## src/rtl/register_bank_16x32.sv

```systemverilog
// Sixteen WIDTH-bit registers behind one-hot write/read selects, with select-error flag.
// Latency: write visible next cycle; read data/valid registered one cycle after rout.
// Backpressure: none; one write and one read accepted every cycle, strobes are commands.
module register_bank_16x32 #(
  parameter int WIDTH   = 32,
  parameter int BA_ZERO = 1
) (
  input  logic             clock,
  input  logic             clear,
  input  logic [15:0]      wr_sel,
  input  logic             rin,
  input  logic [15:0]      rd_sel,
  input  logic             rout,
  input  logic             ba_out,
  input  logic [WIDTH-1:0] bus_in,
  output logic [WIDTH-1:0] bus_out,
  output logic             bus_out_valid,
  output logic             sel_error
);

  // A select is usable only when exactly one bit is set.
  function automatic logic is_onehot(input logic [15:0] v);
    return (v != 16'h0000) && ((v & (v - 16'd1)) == 16'h0000);
  endfunction

  // Index of the set bit; only meaningful for a one-hot vector.
  function automatic logic [3:0] sel_index(input logic [15:0] v);
    logic [3:0] idx;
    idx = 4'd0;
    for (int i = 0; i < 16; i++) begin
      if (v[i]) idx = idx | 4'(i);
    end
    return idx;
  endfunction

  logic [WIDTH-1:0] regs_q [16];
  logic [WIDTH-1:0] regs_d [16];
  logic [WIDTH-1:0] bus_out_q, bus_out_d;
  logic             valid_q, valid_d;
  logic             sel_error_q, sel_error_d;

  logic             wr_ok, rd_ok;
  logic             wr_en, rd_en;
  logic [3:0]       wr_idx, rd_idx;
  logic [WIDTH-1:0] rd_data;
  logic             rd_masked;

  // Decode both select vectors and qualify them with their strobes.
  always_comb begin
    wr_ok     = is_onehot(wr_sel);
    rd_ok     = is_onehot(rd_sel);
    wr_idx    = sel_index(wr_sel);
    rd_idx    = sel_index(rd_sel);
    wr_en     = rin & wr_ok;
    rd_en     = rout & rd_ok;
    rd_masked = (BA_ZERO != 0) && ba_out && (rd_idx == 4'd0);
  end

  // Next register contents: only a valid, strobed write changes storage.
  always_comb begin
    regs_d = regs_q;
    if (wr_en) begin
      regs_d[wr_idx] = bus_in;
    end
  end

  // Read data: base-address masking of R0 wins, then write-first bypass, then storage.
  always_comb begin
    rd_data = regs_q[rd_idx];
    if (rd_masked) begin
      rd_data = '0;
    end else if (wr_en && (wr_idx == rd_idx)) begin
      rd_data = bus_in;
    end
  end

  // Output next-state: bus_out holds on no/invalid read; error on any malformed strobed select.
  always_comb begin
    bus_out_d   = bus_out_q;
    valid_d     = 1'b0;
    sel_error_d = (rin & ~wr_ok) | (rout & ~rd_ok);
    if (rd_en) begin
      bus_out_d = rd_data;
      valid_d   = 1'b1;
    end
  end

  // State update; clear discards any access presented in the same cycle.
  always_ff @(posedge clock) begin
    if (clear) begin
      for (int i = 0; i < 16; i++) begin
        regs_q[i] <= '0;
      end
      bus_out_q   <= '0;
      valid_q     <= 1'b0;
      sel_error_q <= 1'b0;
    end else begin
      for (int i = 0; i < 16; i++) begin
        regs_q[i] <= regs_d[i];
      end
      bus_out_q   <= bus_out_d;
      valid_q     <= valid_d;
      sel_error_q <= sel_error_d;
    end
  end

  assign bus_out       = bus_out_q;
  assign bus_out_valid = valid_q;
  assign sel_error     = sel_error_q;

endmodule
```

## config.mk

```make
export PLATFORM = sky130hd
export DESIGN_NAME = register_bank_16x32
export DESIGN_NICKNAME = d
export VERILOG_FILES = /design/src/rtl/register_bank_16x32.sv
export SDC_FILE = /design/constraint.sdc
export NUM_CORES = 1
export LEC_CHECK = 0
export CAP_MARGIN = 10
export CORE_ASPECT_RATIO = 1.4
export CORE_MARGIN = 4
export CORE_UTILIZATION = 30
export CTS_CLUSTER_DIAMETER = 30
export DETAILED_ROUTE_END_ITERATION = 16
export GPL_TIMING_DRIVEN = 1
export HOLD_SLACK_MARGIN = 0.06
export PLACE_DENSITY = 0.49
export SYNTH_ARGS = -nofsm -noshare
export SYNTH_HDL_FRONTEND = slang
export SYNTH_SLANG_ARGS = --single-unit
```

## constraint.sdc

```tcl
create_clock -name clock -period 3.8 [get_ports clock]
set_clock_uncertainty 0.2 [all_clocks]
set_input_delay 0.76 -clock clock [delete_from_list [all_inputs] [get_ports clock]]
set_output_delay 0.76 -clock clock [all_outputs]
set_load 0.02 [all_outputs]
```

# Yosys cells after proc, flatten, opt, wreduce, memory -nomap -nowiden
# Cells that the tools add are included.
[op_classes]
add_sub_neg = 2
order_cmp = 3
eq_ne = 1
muxes = 39
bitwise = 11
reduce_logical = 10
[op_table]
columns = ["op", "count"]
rows = [
  ["bitwise mux 512 bit", 1],
  ["2-to-1 mux 32 bit", 5],
  ["binary-select mux 32 bit (select 4 bit)", 1],
  ["demux 32 bit (select 4 bit)", 1],
  ["2-to-1 mux 4 bit", 16],
  ["AND 16 bit", 2],
  ["zero test 16 bit", 2],
  ["nonzero test 16 bit", 2],
  ["subtractor 16 x 1 -> 16 bit (second input constant)", 2],
  ["2-to-1 mux 3 bit", 8],
  [">= comparator 5 bit (second input constant)", 2],
  ["NOT 4 -> 5 bit", 2],
  ["2-to-1 mux 2 bit", 4],
  ["logical AND 1 bit", 5],
  ["less-than comparator 5 x 1 -> 1 bit (second input constant)", 1],
  ["AND 1 bit", 4],
  ["== test 4 bit", 1],
  ["zero test 4 bit", 1],
  ["2-to-1 mux 1 bit", 3],
  ["NOT 1 bit", 2],
  ["bitwise OR 1 bit", 1],
]
[word_totals]
ff_bits = 546
input_bits = 69
output_inout_bits = 34
word_cells = 85

# Logic depth before layout (Yosys ltp)
# Gate-level depths: netlist of run 1.
[depth]
ltp_word = 21
depth_mapped = 10

# Least setup slack after synthesis of run 1
# No wires, ideal clock.
[synth_path]
kind = "input to register"
start = "input wr_sel[0]"
end = "register regs_q[1] in the netlist's numbering"
setup_ns = 0.128
arrival_ns = 2.978
required_time_ns = 3.472
slack_ns = 0.494
path_stages = 9
n_path_buf = 2
path_cell_list = "or4_4 a2111oi_2 o22a_1 nand4_2 buf_6 nor4_4 buf_6 mux2i_1 nor2_1"
[synth_via]
elab_chain_len = 5
elab_cells_between_ends = 6
cone_classes = "add/sub (1); bitwise (2); reduce/logical (3)"
[synth_rtl]
columns = ["element", "line_no", "text"]
rows = [
  ["start: declaration", "10", "input logic [15:0] wr_sel,"],
  ["subtractor 16 x 1 -> 16 bit", "23", "return (v != 16'h0000) && ((v & (v - 16'd1)) == 16'h0000);"],
  ["AND 16 bit", "23", ""],
  ["zero test 16 bit", "23", ""],
  ["logical AND 1 bit *", "23", ""],
  ["AND 1 bit *", "54", "wr_en = rin & wr_ok;"],
  ["end signal: indexed assignment", "99", "regs_q[i] <= regs_d[i];"],
  ["end: declaration", "36", "logic [WIDTH-1:0] regs_q [16];"],
]
# Every way passes the cells marked *; elsewhere a longest branch is shown, timed or not.
# A chain may end at the register's enable or synchronous reset.

# Worst setup path after layout of run 1
[layout_path]
start = "input wr_sel[1]"
end = "register bus_out_q[5], in the netlist bus_out[5]"
[layout_via]
elab_chain_len = 19
elab_cells_between_ends = 25
cone_classes = "add/sub (1); eq/ne (1); mux (17); bitwise (2); reduce/logical (4)"
[layout_rtl]
columns = ["element", "line_no", "text"]
rows = [
  ["2-to-1 mux 1 bit", "31", "if (v[i]) idx = idx | 4'(i);"],
  ["2-to-1 mux 2 bit (2 in a row)", "31", ""],
  ["2-to-1 mux 3 bit (4 in a row)", "31", ""],
  ["2-to-1 mux 4 bit (8 in a row)", "31", ""],
  ["== test 4 bit", "72", "end else if (wr_en && (wr_idx == rd_idx)) begin"],
  ["logical AND 1 bit *", "72", ""],
  ["2-to-1 mux 32 bit *", "72", ""],
  ["2-to-1 mux 32 bit *", "70", "if (rd_masked) begin"],
  ["end signal: assignment", "101", "bus_out_q <= bus_out_d;"],
  ["end: declaration", "38", "logic [WIDTH-1:0] bus_out_q, bus_out_d;"],
]
# Marked as above.

==> results of run 1 <==
-- per-layer routing --
metal / part of all wire, % / up-vias
li1: - / 11075
met3: 5.1 / 159
met5: 0.015 / -
met1: 41 / 11193
met4: 2.8 / 2
met2: 51 / 621
-- registers in the layout, indices dropped and copies added (netlist names) --
| signal | flops |
|---|---|
| regs_q | 512 |
| bus_out_valid | 1 |
| bus_out | 32 |
| sel_error | 1 |
-- cells by family after synthesis --
kind of cell | Yosys count | share of synthesized area, %
adders and majority gates | 2 | 0.08242
and+or+nand+nor | 1651 | 28.41
xor gates and xnor gates | 5 | 0.1803
buffers and inverters | 324 | 5.584
AOI/OAI and AO/OA | 533 | 12.87
muxes | 191 | 7.871
DFF | 546 | 45.00
-- metrics by stage --
| step | utilization, % | area [µm²] |
|---|---|---|
| after floorplan | - | 24290 |
| after global placement | 34.43 | 27660 |
| after detailed placement | 34.43 | 27660 |
| after CTS | 39.12 | 31430 |
| after global routing | 39.12 | 31430 |
| final | 39.12 | 31430 |
-- layout make-up --
| cell class | instances | area, µm² | share of cell area [%] |
|---|---|---|---|
| Timing Repair Buffer | 286 | 3208 | 10.21 |
| Clock buffer | 127 | 2848 | 9.062 |
| Clock inverter | 61 | 922.1 | 2.934 |
| Sequential cell | 546 | 10930 | 34.78 |
| Multi-Input combinational cell | 2382 | 12190 | 38.77 |
| Inverter | 1 | 3.754 | 0.01194 |
| Tap cell | 1062 | 1329 | 4.228 |
-- critical path, cell delays in order --
cell and delay, ns:
clkdlybuf4s50_1 0.44, or4_4 0.57, a2111oi_2 0.22, o22a_1 0.24
buf_4 0.12, nand4_1 0.13, buf_4 0.21, or3_2 0.61
buf_4 0.28, nand3_1 0.13, a22o_1 0.12
-- worst min-delay path by stage --
stage / start / to / slack (ns) / cells past startpoint
finish: regs_q[142]$_SDFFE_PP0P_ / regs_q[142]$_SDFFE_PP0P_ / 0.25 / 2
CTS: regs_q[154]$_SDFFE_PP0P_ / regs_q[154]$_SDFFE_PP0P_ / 0.25 / 2
floorplan: regs_q[128]$_SDFFE_PP0P_ / regs_q[128]$_SDFFE_PP0P_ / 0.23 / 2
global route: regs_q[224]$_SDFFE_PP0P_ / regs_q[224]$_SDFFE_PP0P_ / 0.26 / 2
detailed placement: regs_q[154]$_SDFFE_PP0P_ / regs_q[154]$_SDFFE_PP0P_ / 0.24 / 2
global placement: regs_q[142]$_SDFFE_PP0P_ / regs_q[142]$_SDFFE_PP0P_ / 0.24 / 2
-- placed cells by master, fill, tap and decap left out, drive strengths merged, types with 5 or more instances in the layout --
cell,instances
clkinv,29
nor3,10
or3,6
xnor2,5
nand2,1165
nand3,170
a22o,32
nor2,178
a32oi,61
a21oi,388
clkdlybuf4s50,101
dfxtp,546
inv,7
clkinvlp,8
bufinv,18
nand4,39
or4,13
nor4,59
a31oi,33
buf,185
clkbuf,127
mux2i,191
-- report_power, final --
part	leakage [µW]	internal, µW	switching [µW]	total (µW)
clock	0.00183	6550	3280	9830
sequential	0.00440	5740	0.197	5740
combinational	0.00390	139	317	456
==> run metrics, run 1 <==
initial antenna violation count=2; Req. time, crit path=4.19 ns; CTS H-tree lvls=3; async set-reset flop share out of synthesis=0%; Mapped Area=24290 µm²; post-placement setup slack=-0.3019 ns; Worst Setup End Kind=register; distinct cell type count after synthesis=45; Worst Setup Slack, final=0.3504 ns; first-pass GRT wire length=142.5 mm; top cells by count, synth=nand2_1, dfxtp_1, a21oi_1; fmax=about 290 MHz; via/cell ratio=5.162; Die Ht=344.7 µm; Reg clk slew, reported paths=0.05 ns; CP Launch Type=primary input; worst setup path end=bus_out[5]$_SDFFE_PP0P_; Layout area overhead=29.38%; CP Max Fanout=13; register area share after synthesis=45.00%; max-slew violation count=0; power density cells=509.8 nW/µm²; Setup CP Type=primary input to register; n_diodes=0; total wire length=94.59 mm; VDD IR max=between 0.3 and 0.4 mV; Rel. slew slack=42.56%; count of nets after finishing=3388; starting density of the core=30.24%; Setup TNS Final=0 ns; Clock Latency Late Sink=0.66 ns; HPWL Detailed=between 50 and 60 mm; Hold Buf Count CTS=0; Top-Level Pins=103; worst hold path type=register to register; total gr overflow=0; per-cell routed wire length=~21 µm; Fillers=about 8.2k; Vias=23.05k; outcome=finished, final reports clean; dpl cells=about 4.3k; Critical R2R Capture=bus_out[30]$_SDFFE_PP0P_; count of final hold-check violations=0; Post-synth EDFFs=0; fin crit period=around 3.4 ns; GRT Total Usage=21.32%; Synth area leaders=dfxtp_1, nand2_1, a21oi_1; Synth Net Count=3321; Pre-Repair DR Iteration Count=8; max cap viols=0; share of post-route cells with drive strength above 1=11.93%; Setup Viol. Count Final=0; Rows=123; CTS tree=built; crit path DAT=3.84 ns; main flop type after synthesis=dfxtp_1; RSZ-0062 raised after global routing=false; fin crit share=90.78%; post-synth top area cell=dfxtp_1; GR Util met1=between 20% and 30%; Hold WS=0.2470 ns; largest net degree at the start of global routing=158; Post-Layout Cell Count=between 4k and 5k; Worst R2R Path Depth=7; Iter 0 DRT Violations=~1.8k; Lkg Pwr=0.01013 µW; Avg Cell Area, Syn=about 7.5 µm²; cell with the most instances after synthesis=nand2_1; Root Buffer=clkbuf_16; RD Place Congestion=0.7914; setup bufs post-CTS=0; Yosys warnings=0; M3 GR Usage=3.408%; Seq cells post-synth=546; Resized Gates After CTS=0; DIE WIDTH=248.5 µm; vias in the first global route=22.70k; buffer depth of the longest clock path=3; Yosys top cell area share=45.00%; met2 usage=38.90%; port bufs=102; total CTS buffers=102; remaining antenna violation count after routing=0; reg2reg start=regs_q[94]$_SDFFE_PP0P_; Slew @ Worst Pin=0.8589 ns; die area=85650 µm²; worst setup path start=wr_sel[1]; busiest layer in global routing=met2; CORE AREA=80330 µm²; clock sink count=546; Power, Total=16020 µW; R2R setup slack=2.02 ns; Remaining DRCs=0; Mapped Cells=3252
No activity file was read; power rests on OpenSTA's default activity.
==> run 2: changes to the inputs <==
ABC_CLOCK_PERIOD_IN_PS = 3400   (was default)
PLACE_DENSITY = 0.54   (was 0.49)
clock period = 3.4 ns   (was 3.8 ns; I/O delays follow)
==> run 2 against run 1 <==
Wire length down 3.3%. Global-route usage is 0.92 points lower. Sequential cell count unchanged. Sequential share of layout area is 0.23 points higher. Design area decreased by 0.66%. Combinational power increased by 19%. Power increased by 1.7%. Register-to-register slack got worse by 0.58 ns. Clock power decreased by 4.9%. Final cell count increased by 0.94%. Via count is 1.3% higher. Largest cell class unchanged. Largest power group unchanged.
==> run metrics, run 2 (synthesis gave the netlist of run 1 again) <==
outcome=finished, final reports clean; Setup Viol. Count Final=0 (unchanged); Pre-Repair DR Iteration Count=5 (-3); Iter 0 DRT Violations=1931 (+6.9%); RSZ-0062 raised after global routing=false; share of post-route cells with drive strength above 1=13.03% (+1.1 points); total CTS buffers=87 (-15%); Vias=23.35k (+1.3%); via/cell ratio=5.181 (+0.35%); die area=85650 µm² (unchanged); buffer depth of the longest clock path=3 (unchanged); crit path max-delay cell type=or4_4; power density cells=522.0 nW/µm² (+2.4%); n_diodes=0 (unchanged); Req. time, crit path=3.70 ns (-0.49 ns); Post-DP Area=28080 µm² (+1.5%); area occupied by multi-input gates=12190 µm² (about the same); DIE WIDTH=248.5 µm (unchanged); initial antenna violation count=2 (unchanged); fin crit period=~3.3 ns; fmax=a little over 300 MHz; max FFs per register=512 (unchanged); total wire length=91.48 mm (-3.3%); clock sink count=546 (unchanged); most used cell along the critical path=buf_6; post-placement setup slack=-0.5901 ns (-0.2882 ns); Worst Setup End Kind=register; Lkg Pwr=0.01008 µW (-0.49%); Switching Share=23.39% (+0.98 points); Hold Buf Count CTS=0 (unchanged); Root Buffer=clkbuf_16; Layout area overhead=28.53%; Fillers=8213 (-0.085%); GRT Total Usage=20.40% (-0.92 points); worst hold path type=primary input to register; Rows=123 (unchanged); Reg clk slew, reported paths=0.06 ns (about the same); CTS H-tree lvls=3 (unchanged); CP Launch Type=primary input; highest-count cells in the layout ignoring fill and taps=nand2_1, dfxtp_1, a21oi_1; fin crit share=96.52%; per-cell routed wire length=20.30 µm (-4.2%); FF/Latch Area=10930 µm² (unchanged); Highest Signal Layer=met5; largest net degree at the start of global routing=160 (+1.3%); wire length on met3=4.220 mm (-12%); CP Max Fanout=14 (+1); crit path DAT=3.58 ns (-0.26 ns); slowest stage delay, CP=0.57 ns (-0.04 ns); vias in the first global route=22.30k (-1.7%); remaining antenna violation count after routing=0 (unchanged); count of nets after finishing=3440 (+1.5%); first-pass GRT wire length=137.8 mm (-3.3%); Remaining DRCs=0 (unchanged); starting density of the core=30.24% (unchanged); Met2 Routed Length=46.05 mm (-4.4%); count of final hold-check violations=0 (unchanged); Clk pwr share=57.4% (-4.0 points); RD Place Congestion=0.8351 (+5.5%); Top-Level Pins=103 (unchanged); Power, Total=16300 µW (+1.7%); cell chain of the critical path=clkdlybuf4s50_1 > or4_4 > a2111oi_2 > o22a_1 > nand4_1 > buf_6 > nor4_4 > buf_6 > buf_12 > mux2i_2 > nor2_1; HPWL Detailed=55.61 mm (+1.4%); Rel. slew slack=44.09% (+1.5 points); final std cell area, no fill=31220 µm² (-0.66%); met1 wire length=37.32 mm (-4.2%); VDD IR max=0.4519 mV (+48%); Biggest register=regs_q; Reg power frac=39.3% (+3.5 points); Die Ht=344.7 µm (unchanged); P_int=12480 µW (+0.43%); max cap viols=0 (unchanged); switching pwr=3813 µW (+6.1%); total gr overflow=0 (unchanged); Setup CP Type=primary input to register; Clock Latency Late Sink=0.65 ns (about the same); commonest non-fill, non-tap cell in the layout=nand2_1; port bufs=102 (unchanged); max-slew violation count=0 (unchanged); Slew @ Worst Pin=0.8387 ns (-0.02026 ns); CORE AREA=80330 µm² (unchanged); Worst Setup Slack, final=0.1183 ns (-0.2321 ns); Comb pwr share=3.3% (+0.5 points); CTS tree=built
-- run 2: changes by cell type in the layout (fill, tap and decap cells not counted), sizes merged --
| cell | previous run | this run |
|---|---|---|
| bufinv | 18 | 10 |
| inv | 7 | 13 |
| clkinv | 29 | 24 |
| clkbuf | 127 | 103 |
| buf | 185 | 252 |
| clkinvlp | 8 | 14 |
-- run 2: power groups by stage --
stage,logic [µW],registers [µW],clock network [µW]
floorplan,236,6540,0
global placement,538,6540,0
global route,570,6400,9780
finish,542,6400,9350
detailed placement,536,6540,0
CTS,537,6400,9490
-- run 2: path summary, 6_finish.rpt --
| path | start | slack, ns | to | depth (start not counted) |
|---|---|---|---|---|
| setup / recovery | wr_sel[0] | 0.12 | regs_q[43]$_SDFFE_PP0P_ | 11 |
| hold / removal | clear | 0.22 | regs_q[411]$_SDFFE_PP0P_ | 2 |
| hold reg to reg | regs_q[182]$_SDFFE_PP0P_ | 0.25 | regs_q[182]$_SDFFE_PP0P_ | 2 |
| setup reg to reg | regs_q[94]$_SDFFE_PP0P_ | 1.44 | bus_out[30]$_SDFFE_PP0P_ | 7 |
-- run 2: area by class of cell --
class / instances / share of cell area, %
inverter: 1 / 0.01202
timing repair buffer: 353 / 11.67
multi-input combinational: 2382 / 39.06
sequential: 546 / 35.01
tap: 1062 / 4.256
clock buffer: 103 / 7.695
clock inverter: 60 / 2.292
-- run 2: metrics by stage --
step	hold slack [ns]	setup TNS [ns]	cells	utilization, %
5_1_grt	0.2189	0	4507	38.86
4_1_cts	0.1919	0	4507	38.83
3_5_place_dp	0.2423	-220.21	4344	34.95
3_3_place_gp	0.2369	-216.12	4344	34.95
6_report	0.2182	0	4507	38.86
2_1_floorplan	0.2312	0	3252	-
-- run 2: metal layers --
metal	GRT usage [%]	vias up
met3	2.369	222
met1	24.57	11211
met4	9.447	2
met5	0	-
li1	-	11186
met2	36.50	728
-- run 2: timing repair --
item / in CTS / in global routing
hold endpoints to repair: 0 / 0
setup buffers: 0 / 1
gates resized for setup: 0 / 6
endpoints found under the setup margin: 0 / 37
-- run 2: critical path: cells and delay by family --
family | cells | cell delay, ns
buffers and inverters | 4 | 1.02
multiplexers | 1 | 0.23
AND/OR/NAND/NOR | 4 | 1.18
AO/OA/AOI/OAI | 2 | 0.44
